## src/rtl/vga_pkg.sv

```systemverilog
// Shared display/input definitions: key codes, PS/2 set-2 scancodes, decoder states.
package vga_pkg;

    localparam int unsigned KEY_W   = 4;
    localparam int unsigned BYTE_W  = 8;
    localparam int unsigned FRAME_W = 11;

    typedef enum logic [KEY_W-1:0] {
        key_relesed = 4'd0,
        key_A       = 4'd1,
        key_S       = 4'd2,
        key_W       = 4'd3,
        key_D       = 4'd4,
        key_1       = 4'd5,
        key_2       = 4'd6,
        key_3       = 4'd7,
        key_4       = 4'd8,
        key_esc     = 4'd9
    } key_t;

    localparam logic [BYTE_W-1:0] SC_BREAK = 8'hF0;
    localparam logic [BYTE_W-1:0] SC_EXT   = 8'hE0;
    localparam logic [BYTE_W-1:0] SC_A     = 8'h1C;
    localparam logic [BYTE_W-1:0] SC_S     = 8'h1B;
    localparam logic [BYTE_W-1:0] SC_W     = 8'h1D;
    localparam logic [BYTE_W-1:0] SC_D     = 8'h23;
    localparam logic [BYTE_W-1:0] SC_1     = 8'h16;
    localparam logic [BYTE_W-1:0] SC_2     = 8'h1E;
    localparam logic [BYTE_W-1:0] SC_3     = 8'h26;
    localparam logic [BYTE_W-1:0] SC_4     = 8'h25;
    localparam logic [BYTE_W-1:0] SC_ESC   = 8'h76;

    typedef enum logic [1:0] {
        DEC_IDLE      = 2'd0,
        DEC_BREAK     = 2'd1,
        DEC_EXT       = 2'd2,
        DEC_EXT_BREAK = 2'd3
    } dec_state_t;

    // Make code to key code; key_relesed means "not a mapped key".
    function automatic key_t sc_to_key(input logic [BYTE_W-1:0] sc);
        key_t k;
        k = key_relesed;
        case (sc)
            SC_A:    k = key_A;
            SC_S:    k = key_S;
            SC_W:    k = key_W;
            SC_D:    k = key_D;
            SC_1:    k = key_1;
            SC_2:    k = key_2;
            SC_3:    k = key_3;
            SC_4:    k = key_4;
            SC_ESC:  k = key_esc;
            default: k = key_relesed;
        endcase
        return k;
    endfunction

endpackage

```

## src/rtl/keyboard_ctl_ps2_rx.sv

```systemverilog
// PS/2 frame receiver: synchronizes the raw lines, assembles 11-bit frames,
// abandons stalled frames after TIMEOUT_CYCLES idle cycles.
// Frame checking (start/parity/stop) only with KEYBOARD_PARITY_CHECK_EN defined.
module ps2_rx
    import vga_pkg::*;
#(
    parameter int unsigned TIMEOUT_CYCLES = 65000
) (
    input  logic              clk,
    input  logic              rst_n,
    input  logic              ps2_clk_i,
    input  logic              ps2_data_i,
    output logic [BYTE_W-1:0] byte_o,
    output logic              byte_valid_o,
    output logic              frame_err_o
);

    localparam int unsigned CNT_W   = 4;
    localparam int unsigned SHIFT_W = BYTE_W + 1;
    localparam int unsigned TMO_W   = (TIMEOUT_CYCLES > 1) ? $clog2(TIMEOUT_CYCLES) : 1;
    localparam logic [TMO_W-1:0] TMO_LAST = TMO_W'(TIMEOUT_CYCLES - 1);
    localparam logic [CNT_W-1:0] LAST_BIT = CNT_W'(FRAME_W - 1);

    logic [1:0]         clk_sync_q;
    logic [1:0]         data_sync_q;
    logic               clk_prev_q;
    logic               ps2_clk_s;
    logic               ps2_data_s;
    logic               fall_c;
    logic               last_fall_c;
    logic               frame_ok_c;

    logic [CNT_W-1:0]   bit_cnt_q,    bit_cnt_d;
    logic [SHIFT_W-1:0] shift_q,      shift_d;
    logic [TMO_W-1:0]   tmo_q,        tmo_d;
    logic [BYTE_W-1:0]  byte_q,       byte_d;
    logic               byte_valid_q, byte_valid_d;

    assign ps2_clk_s   = clk_sync_q[1];
    assign ps2_data_s  = data_sync_q[1];
    assign fall_c      = clk_prev_q & ~ps2_clk_s;
    assign last_fall_c = fall_c & (bit_cnt_q == LAST_BIT);

    // Two-flop synchronizers plus previous-clock flop for edge detection.
    always_ff @(posedge clk or negedge rst_n) begin
        if (!rst_n) begin
            clk_sync_q  <= 2'b11;
            data_sync_q <= 2'b11;
            clk_prev_q  <= 1'b1;
        end else begin
            clk_sync_q  <= {clk_sync_q[0], ps2_clk_i};
            data_sync_q <= {data_sync_q[0], ps2_data_i};
            clk_prev_q  <= ps2_clk_s;
        end
    end

`ifdef KEYBOARD_PARITY_CHECK_EN
    logic start_q;
    logic err_q;
    logic err_d;

    // shift_q holds data+parity once the stop bit arrives; odd parity => XOR is 1.
    assign frame_ok_c = ~start_q & (^shift_q) & ps2_data_s;
    assign err_d      = last_fall_c & ~frame_ok_c;
    assign frame_err_o = err_q;

    // Capture the start bit and register the reject pulse.
    always_ff @(posedge clk or negedge rst_n) begin
        if (!rst_n) begin
            start_q <= 1'b0;
            err_q   <= 1'b0;
        end else begin
            if (fall_c && (bit_cnt_q == '0)) begin
                start_q <= ps2_data_s;
            end
            err_q <= err_d;
        end
    end
`else
    assign frame_ok_c  = 1'b1;
    assign frame_err_o = 1'b0;
`endif

    // Bit counting, shifting, idle timeout and byte hand-off.
    always_comb begin
        bit_cnt_d    = bit_cnt_q;
        shift_d      = shift_q;
        tmo_d        = tmo_q;
        byte_d       = byte_q;
        byte_valid_d = 1'b0;
        if (fall_c) begin
            // Any edge restarts the idle window, so a frame end beats a timeout.
            tmo_d = '0;
            if (last_fall_c) begin
                bit_cnt_d = '0;
                if (frame_ok_c) begin
                    byte_d       = shift_q[BYTE_W-1:0];
                    byte_valid_d = 1'b1;
                end
            end else begin
                shift_d   = {ps2_data_s, shift_q[SHIFT_W-1:1]};
                bit_cnt_d = bit_cnt_q + CNT_W'(1);
            end
        end else if (bit_cnt_q != '0) begin
            if (tmo_q == TMO_LAST) begin
                bit_cnt_d = '0;
                tmo_d     = '0;
            end else begin
                tmo_d = tmo_q + TMO_W'(1);
            end
        end
    end

    // Receiver state registers.
    always_ff @(posedge clk or negedge rst_n) begin
        if (!rst_n) begin
            bit_cnt_q    <= '0;
            shift_q      <= '0;
            tmo_q        <= '0;
            byte_q       <= '0;
            byte_valid_q <= 1'b0;
        end else begin
            bit_cnt_q    <= bit_cnt_d;
            shift_q      <= shift_d;
            tmo_q        <= tmo_d;
            byte_q       <= byte_d;
            byte_valid_q <= byte_valid_d;
        end
    end

    assign byte_o       = byte_q;
    assign byte_valid_o = byte_valid_q;

endmodule

```

## src/rtl/keyboard_ctl.sv

```systemverilog
// PS/2 keyboard controller: receives set-2 scancodes and tracks the last
// held mapped key. Optional frame checking via KEYBOARD_PARITY_CHECK_EN.
module keyboard_ctl
    import vga_pkg::*;
#(
    parameter int unsigned TIMEOUT_CYCLES = 65000
) (
    input  logic             clk,
    input  logic             rst_n,
    input  logic             ps2_clk,
    input  logic             ps2_data,
    output logic [KEY_W-1:0] key,
    output logic             key_valid,
    output logic             frame_err
);

    logic [BYTE_W-1:0] rx_byte;
    logic              rx_valid;
    logic              rx_err;
    key_t              rx_key_c;

    dec_state_t        state_q, state_d;
    key_t              key_q,   key_d;
    logic              key_valid_q, key_valid_d;

    ps2_rx #(
        .TIMEOUT_CYCLES(TIMEOUT_CYCLES)
    ) u_rx (
        .clk          (clk),
        .rst_n        (rst_n),
        .ps2_clk_i    (ps2_clk),
        .ps2_data_i   (ps2_data),
        .byte_o       (rx_byte),
        .byte_valid_o (rx_valid),
        .frame_err_o  (rx_err)
    );

    assign rx_key_c = sc_to_key(rx_byte);

    // Decoder state and registered outputs.
    always_ff @(posedge clk or negedge rst_n) begin
        if (!rst_n) begin
            state_q     <= DEC_IDLE;
            key_q       <= key_relesed;
            key_valid_q <= 1'b0;
        end else begin
            state_q     <= state_d;
            key_q       <= key_d;
            key_valid_q <= key_valid_d;
        end
    end

    // Prefix tracking; moves only when a byte arrives.
    always_comb begin
        state_d = state_q;
        if (rx_valid) begin
            case (state_q)
                DEC_IDLE: begin
                    if (rx_byte == SC_BREAK) begin
                        state_d = DEC_BREAK;
                    end else if (rx_byte == SC_EXT) begin
                        state_d = DEC_EXT;
                    end else begin
                        state_d = DEC_IDLE;
                    end
                end
                DEC_EXT: begin
                    state_d = (rx_byte == SC_BREAK) ? DEC_EXT_BREAK : DEC_IDLE;
                end
                DEC_BREAK:     state_d = DEC_IDLE;
                DEC_EXT_BREAK: state_d = DEC_IDLE;
                default:       state_d = DEC_IDLE;
            endcase
        end
    end

    // Key update: makes overwrite, a break only releases the key it names.
    always_comb begin
        key_d = key_q;
        if (rx_valid) begin
            case (state_q)
                DEC_IDLE: begin
                    if (rx_key_c != key_relesed) begin
                        key_d = rx_key_c;
                    end
                end
                DEC_BREAK: begin
                    if ((key_q != key_relesed) && (rx_key_c == key_q)) begin
                        key_d = key_relesed;
                    end
                end
                default: key_d = key_q;
            endcase
        end
        key_valid_d = (key_d != key_q);
    end

    assign key       = key_q;
    assign key_valid = key_valid_q;
    assign frame_err = rx_err;

endmodule

```

## config.mk

```make
export PLATFORM = sky130hd
export DESIGN_NAME = keyboard_ctl
export DESIGN_NICKNAME = d
export VERILOG_FILES = /design/src/rtl/vga_pkg.sv /design/src/rtl/keyboard_ctl_ps2_rx.sv /design/src/rtl/keyboard_ctl.sv
export SDC_FILE = /design/constraint.sdc
export NUM_CORES = 1
export LEC_CHECK = 0
export BUFFER_PORTS_ARGS = -buffer_cell sky130_fd_sc_hd__buf_2
export CORE_AREA = 10 10 84 86
export CTS_CLUSTER_DIAMETER = 200
export DETAILED_ROUTE_END_ITERATION = 8
export DIE_AREA = 0 0 94 96
export PLACE_DENSITY = 0.74
export SYNTH_ARGS = -nofsm -noshare
export SYNTH_HDL_FRONTEND = slang
export SYNTH_SLANG_ARGS = --single-unit
```

## constraint.sdc

```tcl
create_clock -name clk -period 2.7 [get_ports clk]
set_input_delay 0.405 -clock clk [delete_from_list [all_inputs] [get_ports clk]]
set_output_delay 0.405 -clock clk [all_outputs]
set_load 0.01 [all_outputs]
```

==> results.toml, run 1 <==
[pwr]
leakage_uw = 0.00130
ir_worst_vdd_mv = 0.378
p_per_area_nw_per_um2 = 640

[min_path]
hold_class = "in -> async"

[yosys]
syn_area_per_cell_um2 = 9.88
synth_flop_cell = "dfrtp_1"
ys_seq_area_share_pct = 47.7
synth_top_cell_area_share_pct = 42.7
synthTopCellsByArea = "dfrtp_1, nand2_1, dfstp_2, mux2_2, nor2_1"
synth_edf_count = 0
synth.distinct_cells = 60
postSynth.asyncResetShare_pct = 100
netlist_instances = 267
netlist_area_um2 = 2640
ys.warnings.count = 0
yosysTopAreaCell = "dfrtp_1"
ys_seq_elements = 50
syn-num-nets = 275

[routing]
ant_nets = 0
viasPerCell = 5.58
drt_iter0_markers = 62
post_drt_wl_per_cell_um = 13.7
drc = 0
num_vias = 1937
finalWirelength_um = 4740
drtPass1Iterations = 4

[setup_path]
crit_chain = "nor3b_2 -> nor2_1 -> o21ai_1 -> xor2_1 -> o41ai_2 -> o211ai_1 -> a32o_1"
cp.arrival_ns = 2.53
cp_slowest_stage_delay_ns = 0.49
critical_path_class = "reg -> reg"
path_buf_inv = 0
endpoint_kind = "flip-flop"
start_kind = "flip-flop"
crit_path_top_delay_cell = "dfrtp_1"
crit_family = "compound AO/OA/AOI/OAI gates"
required_ns = 2.90
cp_max_fo = 6

[timing]
setup_viol = 0
hold_viol_final = 0
skew_ns = 0.00857
slew-limit-headroom_pct = 51.0
finalCriticalPeriod_ns = 2.34
fmax_ghz = 0.428
drv_slew = 0
fin_crit_sh_pct = 86.5
fin_tns_setup_ns = 0
rsz0062_at_grt = "false"
setup_ws_ns = 0.364
tightest_slew_ns = 0.733

[clocking]
cts_num_sinks = 50
clk_latency_ns = 0.30
clk_transition_reported_paths_ns = 0.09
htreeDepth = 2
tritoncts = "done"
cts_resized = 0
numCtsBuffers = 5
clock-root-buffer = "clkbuf_8"
hold_buffers = 0
cts_buffer_depth = 2
post_cts_buffers = 0

[grt]
met3_usage_pct = 2.88
antenna_found_initial = 0
grt.overflow.total = 0
grt.met1_usage_pct = 13.1
grt_pass1_wl_um = 8420
grt_busiest_layer = "met2"
grt_pass1_vias = 1861
grtUsageTotal_pct = 11.3
grt_start_max_net_pins = 33
grt_use_met2_pct = 19.7

[placed_design]
dpl_worst_slack_ns = 0.423
gp_congestion = 0.817
port_buffers = 8
dp_hpwl_um = 3500

[floorplanning]
ios = 10
rows = 27
dieArea_um2 = 9020
initial_utilization_pct = 48.8
coreArea_um2 = 5410
die_w_um = 94
dieHeight_um = 96

[finish]
n_fill_cell = 501
drive_above_1_share_pct = 15.6
final_cell_mix = "nand2_1, dfrtp_1, nor2_1"
final_common_cell = "nand2_1"
num_antenna_cells = 0
nets = 282
syn2layout_area_growth_pct = 7.97
multiInputGateArea_um2 = 1320
regArea_um2 = 1260

[run]
max_cap_violations = 0

[status]
outcome = "finished, final reports clean"
==> power by group <==
| part | leakage [uW] | switching (uW) | internal, uW |
|---|---|---|---|
| sequential | 0.000664 | 125 | 856 |
| clock | 0.0000585 | 242 | 278 |
| combinational | 0.000581 | 186 | 135 |
| total | 0.00130 | 553 | 1270 |
==> per-layer routing <==
| layer | vias to the layer above | routed length (um) | part of all wire (%) |
|---|---|---|---|
| met3 | 6 | 153 | 3.2 |
| met4 | 0 | 79 | 1.7 |
| met2 | 21 | 2340 | 49 |
| li1 | 955 | - | - |
| met1 | 955 | 2170 | 46 |
| met5 | - | 0 | 0 |
==> cell families after synthesis <==
| logic type | after synthesis | share of synthesized area, % |
|---|---|---|
| AND/OR/NAND/NOR | 125 | 25.5 |
| AO/OA/AOI/OAI | 52 | 14.6 |
| flip-flops | 50 | 47.7 |
| buffers and inverters | 14 | 2.37 |
| XOR/XNOR | 12 | 3.98 |
| multiplexers | 9 | 3.80 |
| adder cells (fa/ha/maj) | 4 | 1.90 |
| other | 1 | 0.142 |
==> state kept, by name, summed over array words and instances, names as in the netlist <==
signal and flops:
key 4, key_valid 1, state_q 2, u_rx.bit_cnt_q 4
u_rx.byte_o 8, u_rx.byte_valid_o 1, u_rx.clk_prev_q 1, u_rx.clk_sync_q 2
u_rx.data_sync_q 2, u_rx.shift_q 9, u_rx.tmo_q 16
==> cell usage after synthesis, types with 2 or more instances <==
library cell	count
a21o_1	2
a21oi_1	5
a22oi_1	3
a32o_1	2
and2_1	2
and3_1	6
buf_2	2
buf_4	2
clkbuf_1	6
dfrtp_1	45
dfstp_2	5
ha_1	4
inv_1	4
mux2_2	8
nand2_1	51
nand2b_1	6
nand3_1	10
nand3_2	2
nand4_1	2
nor2_1	19
nor2b_1	6
nor3_1	3
nor3b_1	2
nor4_1	2
nor4bb_4	2
o21a_1	2
o21ai_0	11
o21ai_1	5
o22ai_1	2
o2bb2ai_1	2
o31ai_1	5
xnor2_1	6
xor2_1	6
==> per-stage QoR <==
stage,cells,hold WS (ns),total power (uW),instance area [um^2],util (%)
2_1_floorplan,267,0.109,1220,2640,-
6_report,347,0.0179,1820,2850,52.7
4_1_cts,347,0.0177,1850,2850,52.7
3_3_place_gp,339,0.346,1300,2740,50.6
5_1_grt,347,0.0284,1950,2850,52.7
3_5_place_dp,339,0.347,1320,2740,50.6
==> worst paths after layout <==
| path | startpoint | endpoint | slack [ns] | cells past startpoint |
|---|---|---|---|---|
| worst max-delay path | u_rx.byte_o[3] | key[1] | 0.36 | 7 |
| worst min-delay path | rst_n | u_rx.tmo_q[13] | 0.02 | 1 |
| max in group asynchronous | rst_n | u_rx.clk_prev_q | 1.92 | 2 |
| worst max register to register | u_rx.byte_o[3] | key[1] | 0.36 | 7 |
| min in group clk | ps2_clk | u_rx.clk_sync_q[0] | 0.20 | 1 |
| worst min register to register | u_rx.data_sync_q[0] | u_rx.data_sync_q[1] | 0.36 | 0 |
==> area by class of cell <==
type / instances / share of cell area [%]
sequential: 50 / 44.2
multi-input combinational: 203 / 46.3
clock inverter: 3 / 1.54
timing repair buffer: 10 / 1.93
tap: 72 / 3.16
clock buffer: 5 / 2.42
inverter: 4 / 0.527
No activity file was read; power rests on OpenSTA's default activity.
==> inputs of run 2 (changes only) <==
--- a/config.mk
+++ b/config.mk
@@ -6,11 +6,12 @@
 export NUM_CORES = 1
 export LEC_CHECK = 0
 export BUFFER_PORTS_ARGS = -buffer_cell sky130_fd_sc_hd__buf_2
-export CORE_AREA = 10 10 84 86
+export CORE_AREA = 10 10 85 87
 export CTS_CLUSTER_DIAMETER = 200
 export DETAILED_ROUTE_END_ITERATION = 8
-export DIE_AREA = 0 0 94 96
+export DIE_AREA = 0 0 95 97
 export PLACE_DENSITY = 0.74
 export SYNTH_ARGS = -nofsm -noshare
 export SYNTH_HDL_FRONTEND = slang
+export SYNTH_HIERARCHICAL = 1
 export SYNTH_SLANG_ARGS = --single-unit
==> run 2 against run 1 <==
  * Maximum frequency fell by 2.3%
  * Sequential cell count unchanged
  * Highest routed layer unchanged
  * Combinational power rose by 78%
  * Clock skew decreased by 0.0015 ns
  * Largest power group unchanged
==> results.toml, run 2 <==
[floorplanning]
coreArea_um2 = 5470
rows = 27
dieArea_um2 = 9220
dieHeight_um = 97
initial_utilization_pct = 49.5
die_w_um = 95
ios = 10

[finish]
largest_reg_flops = 16
nets = 271
syn2layout_area_growth_pct = 6.66
drive_above_1_share_pct = 19.7
regMostFlops = "u_rx/tmo_q"
final_cell_mix = "dfrtp_1, mux2_2, nand2_1"
num_antenna_cells = 0
n_fill_cell = 504
final_common_cell = "dfrtp_1"
fin_util_pct = 52.7

[timing]
tightest_slew_ns = 0.677
drv_slew = 0
setup_viol = 0
hold_viol_final = 0
fin_crit_sh_pct = 88.5
skew_ns = 0.00705
fin_tns_setup_ns = 0
slew-limit-headroom_pct = 54.7
fmax_ghz = 0.418
rsz0062_at_grt = "false"
finalCriticalPeriod_ns = 2.39

[clocking]
clock-root-buffer = "clkbuf_8"
htreeDepth = 2
hold_buffers = 0
tritoncts = "done"
numCtsBuffers = 5
cts_num_sinks = 50
clk_latency_ns = 0.30
cts_resized = 0
clk_transition_reported_paths_ns = 0.09
post_cts_buffers = 0
cts_buffer_depth = 2

[min_path]
hold_class = "in -> async"

[yosys]
syn-num-nets = 265
yosysTopAreaCell = "dfrtp_1"
ys_seq_area_share_pct = 46.5
syn_area_per_cell_um2 = 10.5
synth_flop_cell = "dfrtp_1"
netlist_top_cells_count = "dfrtp_1, mux2_2, nand2_1"
synthTopCellsByArea = "dfrtp_1, mux2_2, dfstp_2, o21ai_0, a21oi_1"
synth_top_cell_area_share_pct = 41.6
synth_edf_count = 0
ys_seq_elements = 50
ys.warnings.count = 6
synth.distinct_cells = 63
netlist_instances = 257
netlist_area_um2 = 2710
synth.most_common_cell = "dfrtp_1"
postSynth.asyncResetShare_pct = 100

[grt]
grtUsageTotal_pct = 10.8
grt_start_max_net_pins = 51
grt_pass1_vias = 1847
grt.overflow.total = 0
antenna_found_initial = 0
grt_pass1_wl_um = 8400

[run]
max_cap_violations = 0

[pwr]
total_power_uw = 2250
ir_worst_vdd_mv = 0.463
leakage_uw = 0.00121
p_per_area_nw_per_um2 = 778

[setup_path]
start_kind = "flip-flop"
required_ns = 2.87
crit_chain = "or4b_1 -> or4_1 -> a21oi_2 -> o21ai_0"
cp.arrival_ns = 2.56
r2r.worst_path.cells = 4
cp_max_fo = 12
crit_path_top_delay_cell = "or4_1"
cp_slowest_stage_delay_ns = 0.68
endpoint_kind = "flip-flop"
critical_path_class = "reg -> reg"

[routing]
drtPass1Iterations = 4
finalWirelength_um = 4740
num_vias = 1990
drc = 0
viasPerCell = 5.92
ant_nets = 0
drt_iter0_markers = 177
post_drt_wl_per_cell_um = 14.1

[placed_design]
port_buffers = 8
gp_congestion = 0.876
dp_hpwl_um = 3330

[status]
outcome = "finished, final reports clean"
run 2: cell types whose count changed after synthesis, moves of 5 or more:
| cell | previous run | this run |
|---|---|---|
| or3_1 | 0 | 5 |
| a21oi_1 | 5 | 13 |
| o21ai_1 | 5 | 0 |
| a31oi_1 | 0 | 5 |
| or4_1 | 0 | 6 |
| inv_1 | 4 | 9 |
| mux2_2 | 8 | 17 |
| nand2_1 | 51 | 15 |
| nor2_1 | 19 | 12 |
run 2: cell families after synthesis:
kind of cell,after synthesis,synth area share (%)
other,1,0.139
flip-flops,50,46.5
adder cells (fa/ha/maj),4,1.85
buffers and inverters,20,3.88
AO/OA/AOI/OAI,66,17.5
AND/OR/NAND/NOR,93,21.1
XOR/XNOR,4,1.29
multiplexers,19,7.81
run 2: worst paths after layout:
kind,end,start,slack (ns)
max,u_rx/bit_cnt_q[0],u_rx/tmo_q[9],0.31
min,u_rx/tmo_q[14],rst_n,0.20
max reg2reg,u_rx/bit_cnt_q[0],u_rx/tmo_q[9],0.31
min reg2reg,u_rx/data_sync_q[1],u_rx/data_sync_q[0],0.36
max in group asynchronous,u_rx/byte_o[6],rst_n,2.10
min in group clk,u_rx/clk_sync_q[0],ps2_clk,0.20
run 2: per-layer routing:
metal / vias to the layer above / global-route usage (%) / share of wire, %
met4: 0 / 4.46 / 1.4
li1: 971 / - / -
met3: 5 / 2.39 / 4.0
met5: - / 0 / 0
met1: 986 / 14.8 / 49
met2: 28 / 15.8 / 45
run 2: stage by stage:
step                cells  hold WS, ns  instance area, um^2  setup slack [ns]
finish                336        0.196                 2890             0.310
global route          336        0.185                 2890             0.179
CTS                   336        0.185                 2890             0.324
detailed placement    328        0.350                 2780             0.317
global placement      328        0.346                 2780             0.369
floorplan             257        0.109                 2710             0.651
run 2: critical path, delay by kind of cell (launching register included):
kind | cells | cell delay, ns
DFF | 1 | 0.43
and+or+nand+nor | 2 | 1.19
AOI/OAI and AO/OA | 2 | 0.63
run 2: area by class of cell:
type | count | area (um^2) | share of cell area [%]
Tap cell | 72 | 90.1 | 3.12
Timing Repair Buffer | 10 | 55.1 | 1.91
Clock buffer | 7 | 76.3 | 2.64
Clock inverter | 1 | 30.0 | 1.04
Multi-Input combinational cell | 187 | 1340 | 46.6
Inverter | 9 | 33.8 | 1.17
Sequential cell | 50 | 1260 | 43.6
run 2: power by group:
part | leakage, uW | switching, uW | total, uW | internal, uW
registers | 0.000651 | 241 | 1170 | 926
clock network | 0.0000524 | 231 | 508 | 277
logic | 0.000502 | 279 | 571 | 292
total | 0.00121 | 751 | 2250 | 1490
